[config.mk]
export PLATFORM = sky130hd
export DESIGN_NAME = grf_write_queue
export DESIGN_NICKNAME = d
export VERILOG_FILES = /design/src/rtl/grf_write_queue.sv
export SDC_FILE = /design/constraint.sdc
export NUM_CORES = 1
export LEC_CHECK = 0
export ABC_AREA = 1
export CAP_MARGIN = 30
export CORE_ASPECT_RATIO = 1.1
export CORE_MARGIN = 4
export CORE_UTILIZATION = 55
export CTS_BUF_LIST = sky130_fd_sc_hd__clkbuf_8
export DETAILED_ROUTE_END_ITERATION = 8
export PLACE_DENSITY = 0.8
export SLEW_MARGIN = 20
export SYNTH_ARGS = -nofsm -noshare
export SYNTH_HDL_FRONTEND = slang
export SYNTH_SLANG_ARGS = --single-unit
[constraint.sdc]
create_clock -name clk -period 3.06 [get_ports clk]
set_input_delay 0.612 -clock clk [delete_from_list [all_inputs] [get_ports clk]]
set_output_delay 0.612 -clock clk [all_outputs]
set_load 0.005 [all_outputs]
[src/rtl/grf_write_queue.sv]
// grf_write_queue: in-order GRF write-back queue with rs/rt hazard lookup.
// Optional forwarding of the youngest pending write is built when WBQ_BYPASS_EN is defined.
module grf_write_queue #(
    parameter int DEPTH = 4,
    parameter int AW = 2
) (
    input  logic          clk,
    input  logic          reset,
    input  logic          in_valid,
    output logic          in_ready,
    input  logic [4:0]    in_rd,
    input  logic [31:0]   in_data,
    input  logic [31:0]   in_pc,
    input  logic          in_jal,
    output logic          out_valid,
    input  logic          out_ready,
    output logic [4:0]    out_rd,
    output logic [31:0]   out_data,
    output logic [31:0]   out_pc,
    input  logic [4:0]    q_rs,
    input  logic [4:0]    q_rt,
    output logic          rs_hit,
    output logic          rt_hit,
    output logic [31:0]   rs_fwd,
    output logic [31:0]   rt_fwd,
    output logic [AW:0]   count
);
    logic [4:0]    rd_q   [DEPTH];
    logic [31:0]   data_q [DEPTH];
    logic [31:0]   pc_q   [DEPTH];
    logic [AW-1:0] rd_ptr, wr_ptr, idx;
    logic [AW:0]   cnt;
    logic          push, pop;
    logic [4:0]    new_rd;
    logic [31:0]   new_data;
`ifdef WBQ_BYPASS_EN
    logic [31:0]   rs_d, rt_d;
`endif

    assign count     = cnt;
    assign in_ready  = cnt != (AW+1)'(DEPTH);
    assign out_valid = cnt != '0;
    assign push      = in_valid && in_ready;
    assign pop       = out_valid && out_ready;
    assign new_rd    = in_jal ? 5'd31 : in_rd;
    assign new_data  = (new_rd == 5'd0) ? 32'd0 : in_jal ? in_pc + 32'd4 : in_data;
    assign out_rd    = out_valid ? rd_q[rd_ptr] : 5'd0;
    assign out_data  = out_valid ? data_q[rd_ptr] : 32'd0;
    assign out_pc    = out_valid ? pc_q[rd_ptr] : 32'd0;

    // queue storage, pointers and occupancy
    always_ff @(posedge clk or negedge reset) begin
        if (!reset) begin
            rd_ptr <= '0;
            wr_ptr <= '0;
            cnt    <= '0;
            for (int i = 0; i < DEPTH; i++) begin
                rd_q[i]   <= '0;
                data_q[i] <= '0;
                pc_q[i]   <= '0;
            end
        end else begin
            if (push) begin
                rd_q[wr_ptr]   <= new_rd;
                data_q[wr_ptr] <= new_data;
                pc_q[wr_ptr]   <= in_pc;
                wr_ptr         <= wr_ptr + 1'b1;
            end
            if (pop)
                rd_ptr <= rd_ptr + 1'b1;
            cnt <= cnt + (AW+1)'(push) - (AW+1)'(pop);
        end
    end

    // hazard scan from oldest to youngest so the last match is the youngest pending write
    always_comb begin
        rs_hit = 1'b0;
        rt_hit = 1'b0;
        idx    = '0;
`ifdef WBQ_BYPASS_EN
        rs_d   = '0;
        rt_d   = '0;
`endif
        for (int k = 0; k < DEPTH; k++) begin
            idx = rd_ptr + AW'(k);
            if ((AW+1)'(k) < cnt && q_rs != 5'd0 && rd_q[idx] == q_rs) begin
                rs_hit = 1'b1;
`ifdef WBQ_BYPASS_EN
                rs_d   = data_q[idx];
`endif
            end
            if ((AW+1)'(k) < cnt && q_rt != 5'd0 && rd_q[idx] == q_rt) begin
                rt_hit = 1'b1;
`ifdef WBQ_BYPASS_EN
                rt_d   = data_q[idx];
`endif
            end
        end
    end

`ifdef WBQ_BYPASS_EN
    assign rs_fwd = rs_d;
    assign rt_fwd = rt_d;
`else
    assign rs_fwd = 32'd0;
    assign rt_fwd = 32'd0;
`endif
endmodule
Word level (Yosys, flattened, before mapping) --
Index checks and enable logic that the tools add are counted.
Storage, ports and cells: register bits after elaboration 283, logic and storage cells 108, output and inout port bits 140
Cells by class: magnitude comparators 10, mux-type cells 39, reduce and logical (&&, ||, !) cells 23, bitwise logic cells 5, add/subtract/negate cells 7, eq/ne operators 9
Operators with widths (number):
- $mux W32 | 9
- $bwmux W128 | 2
- $bmux W32 S2 | 2
- $demux W32 S2 | 1
- $mux W5 | 11
- $bmux W5 S2 | 4
- $eq A5 B5 Y1 | 8
- $add A32 B3 Y32 const B | 1
- $bwmux W20 | 1
- $logic_and A1 B1 Y1 | 19
- $ge A3 B3 Y1 const B | 5
- $not A2 Y3 | 5
- $demux W5 S2 | 1
- $reduce_bool A5 Y1 | 2
- $mux W1 | 8
- $lt A1 B3 Y1 const A | 2
- $lt A2 B3 Y1 const A | 2
- $logic_not A5 Y1 | 1
- $add A2 B1 Y2 const B | 2
- $add A2 B2 Y2 const B | 2
- $add A3 B1 Y3 | 1
- $lt A3 B1 Y1 const B | 1
- $ne A3 B3 Y1 const B | 1
- $reduce_bool A3 Y1 | 1
- $sub A3 B1 Y3 | 1

Depth between registers and ports, before layout --
Gate-level depths: netlist of the first run.
depth in word-level cells 10, gate-level depth with buffers 13, gate-level depth less buffers 11

Worst setup path after synthesis of the first run --
No wires, ideal clock.
kind register -> register, start register cnt[1] (netlist: count[1]), end register cnt[2] (netlist: count[2]), cell stages (with the launch flop) 10, setup slack 0.834 ns, required time 2.937 ns, arrival time 2.103 ns, clock period less this slack 2.226 ns, cells stage by stage dfrtp_1 > nor3_1 > inv_1 > nand2_1 > inv_1 > ha_1 > inv_1 > ha_1 > fa_1 > xnor2_1
Between the ends: elaborated cells between the ends (all ways) 6, classes of those cells add/sub: 2; eq/ne: 1; reduce/logical: 3
RTL lines:
- from (decl) | RTL line 32 | logic [AW:0] cnt;
- from (signal assigned) | RTL line 71 | cnt <= cnt + (AW+1)'(push) - (AW+1)'(pop);
- $reduce_bool A3 Y1 | RTL line 42 | assign out_valid = cnt != '0;
- via out_valid | RTL line 15 | output logic out_valid,
- $logic_and A1 B1 Y1 | RTL line 44 | assign pop = out_valid && out_ready;
- via pop | RTL line 33 | logic push, pop;
- $sub A3 B1 Y3 | RTL line 71
The timed path passes the listed nets, and every way through them passes these cells. A chain may end at the register's enable or synchronous reset.

Worst setup path in the final report of the first run --
start register rd_ptr[0], end output out_pc[18]
Between the ends: cells in the longest elaborated chain, start to end 5
RTL lines:
- from (decl) | RTL line 31 | logic [AW-1:0] rd_ptr, wr_ptr, idx;
- from (signal assigned) | RTL line 70 | rd_ptr <= rd_ptr + 1'b1;
- $not A2 Y3 (implied by the code) | RTL line 49 | assign out_pc = out_valid ? pc_q[rd_ptr] : 32'd0;
- $bmux W32 S2 | RTL line 49
- $mux W32 (implied by the code) (2 in a row) | RTL line 49
- $mux W32 | RTL line 49
- to (decl) | RTL line 19 | output logic [31:0] out_pc,
No other way between the ends. The select of a mux whose other input is x is not followed.

==> results of run 1 <==
==> cells in the final DEF (no fill, tap or decap), types with 30 or more instances in the layout <==
| master | count |
|---|---|
| sky130_fd_sc_hd__inv_1 | 137 |
| sky130_fd_sc_hd__dfrtp_1 | 281 |
| sky130_fd_sc_hd__dlymetal6s2s_1 | 30 |
| sky130_fd_sc_hd__a22oi_1 | 52 |
| sky130_fd_sc_hd__nor2_1 | 67 |
| sky130_fd_sc_hd__conb_1 | 64 |
| sky130_fd_sc_hd__buf_4 | 71 |
| sky130_fd_sc_hd__clkdlybuf4s50_1 | 95 |
| sky130_fd_sc_hd__dlygate4sd2_1 | 31 |
| sky130_fd_sc_hd__o21ai_0 | 205 |
| sky130_fd_sc_hd__clkbuf_8 | 54 |
| sky130_fd_sc_hd__nand2_1 | 650 |
| sky130_fd_sc_hd__a31oi_1 | 48 |
| sky130_fd_sc_hd__nand3_1 | 283 |
==> Yosys cell counts, drive strengths merged (2+ instances only) <==
cell type    n
a21oi        3
o22ai       12
ha           9
xnor2        4
nand4        8
and2         2
o21bai       2
nor3        10
buf        143
nand3      306
dfrtp      283
o21ai      218
clkbuf      47
a221oi      12
nor2        82
nand2      674
o211ai       6
inv        138
or2          2
a31oi       52
xor2         5
a22oi       52
==> per-layer routing <==
metal,GRT usage,wire length (um),vias to the layer above
met5,0,0,-
met4,0.146,2660,0
met3,0.0499,5150,202
met2,0.520,24700,1039
met1,0.420,19700,7455
li1,-,-,7112
==> where the power goes <==
part | internal (mW) | switching (mW)
logic | 4.86 | 6.72
clock network | 1.58 | 1.46
registers | 5.53 | 1.07
==> flip-flops by register name, indices dropped and copies added, names as in the netlist <==
name	cells
data_q	128
pc_q	128
rd_q	20
count	3
rd_ptr	2
wr_ptr	2
==> area by class of cell <==
| cell class | instances | area, um^2 | share of cell area |
|---|---|---|---|
| multi-input cells | 1527 | 7570 | 0.392 |
| flip-flops and latches | 283 | 7090 | 0.367 |
| repair buffers | 264 | 2820 | 0.146 |
| clock buffers | 54 | 743 | 0.0385 |
| inverters | 139 | 559 | 0.0290 |
| well taps | 363 | 454 | 0.0235 |
| clock inverters | 18 | 77.6 | 0.00402 |
==> final timing paths <==
check / startpoint / end / slack (ns)
max: rd_ptr[0]$_DFFE_PN0P_ / out_pc[18] / -0.12
min: reset / pc_q[46]$_DFFE_PN0P_ / 0.01
max reg2reg: count[2]$_DFF_PN0_ / count[2]$_DFF_PN0_ / 0.62
min reg2reg: data_q[61]$_DFFE_PN0P_ / data_q[61]$_DFFE_PN0P_ / 0.48
max in group asynchronous: reset / data_q[104]$_DFFE_PN0P_ / 2.23
min in group clk: data_q[61]$_DFFE_PN0P_ / data_q[61]$_DFFE_PN0P_ / 0.48
==> cells by family after synthesis <==
| logic type | synth area share |
|---|---|
| AO/OA/AOI/OAI | 0.132 |
| XOR/XNOR | 0.00503 |
| adder cells (fa/ha/maj) | 0.00847 |
| buffers and inverters | 0.105 |
| flip-flops | 0.452 |
| other | 0.000239 |
| AND/OR/NAND/NOR | 0.296 |
==> critical path: stages, from the launching register on <==
cell                              delay [ns]
sky130_fd_sc_hd__dfrtp_2                0.49
sky130_fd_sc_hd__buf_4                  0.20
sky130_fd_sc_hd__nand2_8                0.10
sky130_fd_sc_hd__inv_8                  0.12
sky130_fd_sc_hd__bufbuf_16              0.31
sky130_fd_sc_hd__a22oi_1                0.10
sky130_fd_sc_hd__a31oi_1                0.14
sky130_fd_sc_hd__clkdlybuf4s50_1        0.52
==> per-stage QoR <==
| stage | power (mW) | hold slack, ns | std cells | instance area, um^2 |
|---|---|---|---|---|
| 2_1_floorplan | 12.4 | 0.316 | 2137 | 15900 |
| 5_1_grt | 22.6 | 0.0577 | 2648 | 19300 |
| 3_3_place_gp | 16.3 | 0.462 | 2535 | 17500 |
| 6_report | 21.2 | 0.0145 | 2648 | 19300 |
| 3_5_place_dp | 16.6 | 0.465 | 2535 | 17500 |
| 4_1_cts | 20.3 | 0.0436 | 2625 | 18800 |
==> timing repair <==
action | in CTS | in global routing
endpoints found under the setup margin | 67 | 37
hold buffers | 0 | 0
setup buffers | 10 | 21
cloned | 8 | 2
pin swaps | 20 | 20
gates resized for setup | 100 | 80
==> flow_metrics.tcl, run 1 <==
set metrics [dict create \
    drt-pass1-iter-count 6 \
    routed-via-count 15800 \
    drv.max_cap_violation_count 0 \
    syn_inst 2074 \
    synth.top_cells.by_area "sky130_fd_sc_hd__dfrtp_1 45%, sky130_fd_sc_hd__nand2_1 16%, sky130_fd_sc_hd__nand3_1 9.6%" \
    ir_drop_mv 0.578 \
    share_of_cells_above_drive_strength_1 0.119 \
    final_period_minus_worst_setup_slack_ns 3.18 \
    initialDrtViolationCount 1990 \
    finalHoldViolCount 0 \
    violated_checks "negative setup slack" \
    clkSinkCount 283 \
    final_core_util 0.691 \
    synth.distinct_cells 41 \
    clk_pin_slew_ns 0.07 \
    finalWorstSetupSlack_ns -0.122 \
    die_area_mm2 0.0312 \
    initial_core_util 0.560 \
    synth_top_area_frac 0.452 \
    timing.max_slew.rel_slack 0.576 \
    postSynthAreaPerCell_um2 7.55 \
    port_buffer_count 159 \
    worst-slew-pin-transition_ns 0.636 \
    antenna-diode-count 0 \
    maxClockFrequency_mhz 314 \
    synth_ff_type "sky130_fd_sc_hd__dfrtp_1" \
    slew_violations 0 \
    worstSkewPairLatency_ns 0.56 \
    tritoncts "done" \
    nets 2352 \
    first_global_vias 14900 \
    worst-setup-path-type "reg -> out" \
    number_of_flops_mapped_to_enable_cells_by_yosys 0 \
    outcome "complete, but fails checks" \
    synth.ff_latch_count 283 \
    clock-skew-final_ns 0.0190 \
    drc_viols 0 \
    ff2ff_path_depth 11 \
    postSynth.asyncResetShare 1.00 \
    fin_setup_tns_ns -0.338 \
    grt_max_degree 76 \
    area_growth_syn_to_layout_pct 23.3 \
    detail-route-antenna-nets 0 \
    grtUsageTotal 0.318 \
    post-dp-hpwl_um 33300 \
    yosys_warnings 0 \
    fillers 2198 \
    cts.root.buffer_cell "sky130_fd_sc_hd__clkbuf_8" \
    die-height_um 185 \
    antenna_found_initial 0 \
    first_pass_grt_wire_length_um 79500 \
    routedWlPerCell_um 19.7 \
    layout_worst_path_cycle_share 1.04 \
    leakage_power_total_nw 9.81 \
    setup_violation_total_in_the_final_timing_report 3 \
    die-width_um 169 \
    gpl.final_weighted_congestion 0.947 \
    power.density_mw_per_mm2 1100 \
    ctsHtreeMaxLevel 2 \
    num_rows 64 \
    grt_remaining_overflow 0 \
    synth_sequential_area_ratio 0.452 \
    tritoncts.num_buffers 43 \
    timing.hold.worst.class "in -> async" \
    critPathCaptureType "output port" \
    worst-endpoint-arrival_ns 2.57 \
    core-area_mm2 0.0279 \
    floorplan.io_pins 224 \
    path_max_fanout 14 \
    route.detailed.vias_per_inst 5.97 \
    dpl_worst_slack_ns 0.0473 \
    unrepaired_setup_endpoints_after_global_routing "true" \
    total_wire_length_after_detailed_routing_um 52200 \
    timing.critical_path.from_type "flop" \
    cts.path.max_buffers 3 \
    cell_area_after_technology_mapping_mm2 0.0157 \
    critPathRequiredTime_ns 2.45 \
    post-synth-top-area-cell "sky130_fd_sc_hd__dfrtp_1" \
]
Note: power is estimated with default switching activity, not from simulation.
==> run 2, diff against run 1 <==
- clock period: 3.06 -> 3.7 ns (I/O delays scaled with it)
==> flow_metrics.tcl, run 2 (same netlist as run 1, synthesis figures left out) <==
set metrics [dict create \
    outcome "finished clean" \
    p_clk_frac 0.170 \
    crit_path_cell_trace "inv_6 -> buf_4 -> nand3_1 -> a31oi_1 -> clkdlybuf4s50_1" \
    worstSkewPairLatency_ns 0.57 \
    timing.max_slew.rel_slack 0.336 \
    layout_worst_path_cycle_share 0.999 \
    core-area_mm2 0.0279 \
    critPathRequiredTime_ns 2.96 \
    critPathCaptureType "output port" \
    setup.worst_path.start "rd_ptr[0]$_DFFE_PN0P_" \
    detail-route-antenna-nets 0 \
    reg2reg_launch_point "count[2]$_DFF_PN0_" \
    fillers 2364 \
    die_area_mm2 0.0312 \
    p_int_mw 9.60 \
    stdcell_count 2595 \
    placedInstanceArea_mm2 0.0173 \
    final_period_minus_worst_setup_slack_ns 3.70 \
    grt_max_degree 90 \
    slew_violations 0 \
    worst-endpoint-arrival_ns 2.96 \
    drt-pass1-iter-count 6 \
    crit_slowest_cell "sky130_fd_sc_hd__clkdlybuf4s50_1" \
    grtUsageTotal 0.310 \
    first_global_vias 14800 \
    tritoncts.num_buffers 46 \
    timing.hold.worst.class "in -> async" \
    worst-slew-pin-transition_ns 0.996 \
    most_common_library_cell_in_the_layout_ignoring_fill_and_taps "sky130_fd_sc_hd__nand2_1" \
    share_of_cells_above_drive_strength_1 0.0789 \
    initialDrtViolationCount 1989 \
    routedWlPerCell_um 19.1 \
    power_frac_seq 0.323 \
    fin_setup_tns_ns 0 \
    worst-setup-path-type "reg -> out" \
    ir_drop_mv 0.566 \
    placedCellCount 2509 \
    critical_path.top_delay_family "buffers and inverters" \
    die-height_um 185 \
    finalPower_mw 16.8 \
    routed-via-count 15400 \
    power.net_switching_mw 7.16 \
    layout.cell_area.non_filler_mm2 0.0183 \
    path_max_fanout 47 \
    setup_violation_total_in_the_final_timing_report 0 \
    timing.critical_path.from_type "flop" \
    maxClockFrequency_mhz 270 \
    area_growth_syn_to_layout_pct 16.9 \
    total_wire_length_after_detailed_routing_um 49500 \
    port_buffer_count 159 \
    clkSinkCount 283 \
    nets 2292 \
    first_pass_grt_wire_length_um 78100 \
    grt_remaining_overflow 0 \
    drc_viols 0 \
    floorplan.io_pins 224 \
    unrepaired_setup_endpoints_after_global_routing "true" \
    swShare 0.427 \
    tritoncts "done" \
    clk_pin_slew_ns 0.07 \
    die-width_um 169 \
    clock-skew-final_ns 0.0208 \
    stage_delay_of_the_slowest_cell_on_the_critical_path_ns 0.59 \
    cts.path.max_buffers 3 \
    route.detailed.vias_per_inst 5.92 \
    final_core_util 0.655 \
    cts.root.buffer_cell "sky130_fd_sc_hd__clkbuf_8" \
    finalHoldViolCount 0 \
    num_rows 64 \
    post-dp-hpwl_um 33000 \
    ctsHtreeMaxLevel 2 \
    drv.max_cap_violation_count 0 \
    power.density_mw_per_mm2 915 \
    combinational_power_share 0.507 \
    postCtsHoldBufs 0 \
    layout.cells.most_common_list "658 x sky130_fd_sc_hd__nand2_1, 299 x sky130_fd_sc_hd__nand3_1, 281 x sky130_fd_sc_hd__dfrtp_1, 205 x sky130_fd_sc_hd__o21ai_0, 157 x sky130_fd_sc_hd__clkdlybuf4s50_1" \
    gpl.final_weighted_congestion 0.925 \
    worstPathBufferInverterCount 3 \
    initial_core_util 0.560 \
    antenna_found_initial 1 \
    reg_top3 "data_q (128), pc_q (128), rd_q (20)" \
    leakage_power_total_nw 8.86 \
    antenna-diode-count 0 \
]
run 2: cell types whose count changed in the layout (fill, tap and decap cells not counted), sizes merged, moves of 2 or more:
cell	before	now
buf	103	45
bufbuf	2	0
clkbuf	57	63
clkdlybuf4s50	95	157
clkinv	3	7
clkinvlp	1	3
dlygate4sd2	31	0
dlymetal6s2s	30	0
inv	153	148
nand2	676	674
run 2: power by group through the flow:
stage	clock network [mW]	logic [mW]	registers (mW)
after floorplan	0	5.09	5.18
after global placement	0	8.15	5.36
after detailed placement	0	8.28	5.43
after CTS	2.86	8.35	5.40
after global routing	2.99	9.38	5.57
final	2.84	8.50	5.42
run 2: metrics by stage:
stage | hold WS [ns] | worst slack [ns]
floorplan | 0.444 | 1.47
finish | 0.190 | 0.00192
global route | 0.242 | -0.0241
global placement | 0.462 | 0.344
detailed placement | 0.466 | 0.354
CTS | 0.217 | 0.0105
run 2: routing by layer:
metal / part of all wire / GRT usage
met5: 0.00014 / 0
met2: 0.47 / 0.502
met4: 0.038 / 0.130
met3: 0.095 / 0.0557
met1: 0.40 / 0.414
run 2: layout make-up:
cell class	instances	area, um^2	share of cell area
multi-input cells	1525	7210	0.394
flip-flops and latches	283	7090	0.387
repair buffers	203	2050	0.112
clock buffers	62	853	0.0466
inverters	139	533	0.0291
well taps	363	454	0.0248
clock inverters	20	124	0.00676
run 2: path summary, 6_finish.rpt:
| kind | endpoint | slack, ns | cells after the start |
|---|---|---|---|
| min in group clk | data_q[58]$_DFFE_PN0P_ | 0.48 | 2 |
| max | out_data[22] | 0.002 | 5 |
| max reg2reg | count[2]$_DFF_PN0_ | 1.15 | 10 |
| min | pc_q[82]$_DFFE_PN0P_ | 0.19 | 1 |
| max in group asynchronous | data_q[46]$_DFFE_PN0P_ | 2.68 | 2 |
| min reg2reg | data_q[58]$_DFFE_PN0P_ | 0.48 | 2 |
run 2: repair_timing:
action                     in CTS  in global routing
setup endpoints to repair       1                 16
resized for setup               1                  8
buffers inserted                0                  4
==> run 3, diff against run 2 <==
- PLACE_DENSITY: 0.8 -> 0.76
==> flow_metrics.tcl, run 3 (same netlist as run 1, synthesis figures left out) <==
set metrics [dict create \
    antenna_found_initial 2 \
    critPathCaptureType "output port" \
    clk_pin_slew_ns 0.06 \
    floorplan.io_pins 224 \
    detail-route-antenna-nets 0 \
    slew_violations 0 \
    total_wire_length_after_detailed_routing_um 49300 \
    num_rows 64 \
    timing.hold.worst.class "in -> async" \
    first_pass_grt_wire_length_um 78100 \
    grtUsageTotal 0.313 \
    unrepaired_setup_endpoints_after_global_routing "true" \
    grt_max_degree 102 \
    dpl_worst_slack_ns 0.332 \
    power.density_mw_per_mm2 914 \
    final_core_util 0.660 \
    postCtsHoldBufs 0 \
    finalHoldViolCount 0 \
    share_of_cells_above_drive_strength_1 0.0798 \
    holdWs_ns 0.175 \
    crit_slowest_cell "sky130_fd_sc_hd__clkdlybuf4s50_1" \
    final_period_minus_worst_setup_slack_ns 3.62 \
    maxClockFrequency_mhz 276 \
    worstSkewPairLatency_ns 0.57 \
    ff2ff_path_depth 10 \
    tritoncts "done" \
    finalWorstSetupSlack_ns 0.0827 \
    layout_worst_path_cycle_share 0.978 \
    stage_delay_of_the_slowest_cell_on_the_critical_path_ns 0.58 \
    leakage_power_total_nw 8.91 \
    port_buffer_count 159 \
    placedCellCount 2507 \
    drt-pass1-iter-count 7 \
    routedWlPerCell_um 19.0 \
    worst-setup-path-type "reg -> out" \
    placedInstanceArea_mm2 0.0173 \
    tritoncts.num_buffers 46 \
    cts.path.max_buffers 3 \
    worst-slew-pin-transition_ns 0.962 \
    die-height_um 185 \
    layout.cell_area.non_filler_mm2 0.0184 \
    timing.max_slew.rel_slack 0.359 \
    crit_path_cell_trace "clkinv_2 -> nand2_2 -> clkinv_2 -> buf_12 -> a22oi_1 -> a31oi_1 -> clkdlybuf4s50_1" \
    fillers 2433 \
    ir_drop_mv 0.558 \
    grt_remaining_overflow 0 \
    core-area_mm2 0.0279 \
    die-width_um 169 \
    drc_viols 0 \
    finalPower_mw 16.9 \
    path_max_fanout 35 \
    initial_core_util 0.560 \
    clock-skew-final_ns 0.0342 \
    fin_setup_tns_ns 0 \
    antenna-diode-count 0 \
    drv.max_cap_violation_count 0 \
    critPathRequiredTime_ns 2.96 \
    route.detailed.vias_per_inst 5.82 \
    outcome "finished clean" \
    area_growth_syn_to_layout_pct 17.8 \
    cpMostUsedCell "sky130_fd_sc_hd__clkinv_2" \
    stdcell_count 2594 \
    first_global_vias 14300 \
    die_area_mm2 0.0312 \
    clkSinkCount 283 \
    routed-via-count 15100 \
    cts.root.buffer_cell "sky130_fd_sc_hd__clkbuf_8" \
    layout.cells.most_common_list "658 x sky130_fd_sc_hd__nand2_1, 301 x sky130_fd_sc_hd__nand3_1, 281 x sky130_fd_sc_hd__dfrtp_1, 205 x sky130_fd_sc_hd__o21ai_0, 157 x sky130_fd_sc_hd__clkdlybuf4s50_1" \
    nets 2289 \
    ctsHtreeMaxLevel 2 \
    timing.critical_path.from_type "flop" \
    post-dp-hpwl_um 33000 \
    initialDrtViolationCount 1452 \
    worst-endpoint-arrival_ns 2.88 \
    setup_violation_total_in_the_final_timing_report 0 \
    gpl.final_weighted_congestion 0.947 \
    reg_top3 "data_q (128), pc_q (128), rd_q (20)" \
    most_common_library_cell_in_the_layout_ignoring_fill_and_taps "sky130_fd_sc_hd__nand2_1" \
]
-- run 3: changes by cell type in the layout (fill, tap and decap cells not counted), sizes merged --
cell,before,now
clkbuf,63,69
inv,148,143
buf,45,41
clkinv,7,10
clkinvlp,3,1
bufbuf,0,1
-- run 3: layout make-up --
class	instances	area, um^2	area share
multi-input combinational	1525	7210	0.391
sequential	283	7090	0.384
timing repair buffer	200	2110	0.114
clock buffer	68	936	0.0507
inverter	139	534	0.0290
tap	363	454	0.0246
clock inverter	16	103	0.00556
-- run 3: routing by layer --
layer,track usage,part of all wire
met1,0.426,0.40
met2,0.513,0.48
met3,0.0457,0.088
met4,0.116,0.033
met5,0,0.00073
-- run 3: power by group --
group          switching, mW  internal, mW
logic                   5.01          3.50
clock network           1.26          1.69
registers              0.819          4.57
-- run 3: worst paths after layout --
kind | startpoint | to | slack, ns
max in group asynchronous | reset | data_q[34]$_DFFE_PN0P_ | 2.64
worst min register to register | data_q[51]$_DFFE_PN0P_ | data_q[51]$_DFFE_PN0P_ | 0.48
worst max register to register | count[2]$_DFF_PN0_ | count[2]$_DFF_PN0_ | 1.08
worst max-delay path | rd_ptr[1]$_DFFE_PN0P_ | out_data[13] | 0.08
worst min-delay path | reset | data_q[28]$_DFFE_PN0P_ | 0.17
min in group clk | data_q[51]$_DFFE_PN0P_ | data_q[51]$_DFFE_PN0P_ | 0.48
-- run 3: repair_timing --
| action | CTS | global route |
|---|---|---|
| gates resized for setup | 7 | 6 |
| pin swaps | 0 | 0 |
| setup buffers | 0 | 1 |
| setup endpoints to repair | 16 | 17 |
| gates cloned | 1 | 1 |
-- run 3: worst max-delay path, delay by kind of cell (launching register included) --
| kind | cells | cell delay [ns] |
|---|---|---|
| buf+inv | 4 | 1.24 |
| flops | 1 | 0.50 |
| compound gates | 2 | 0.43 |
| simple gates | 1 | 0.14 |
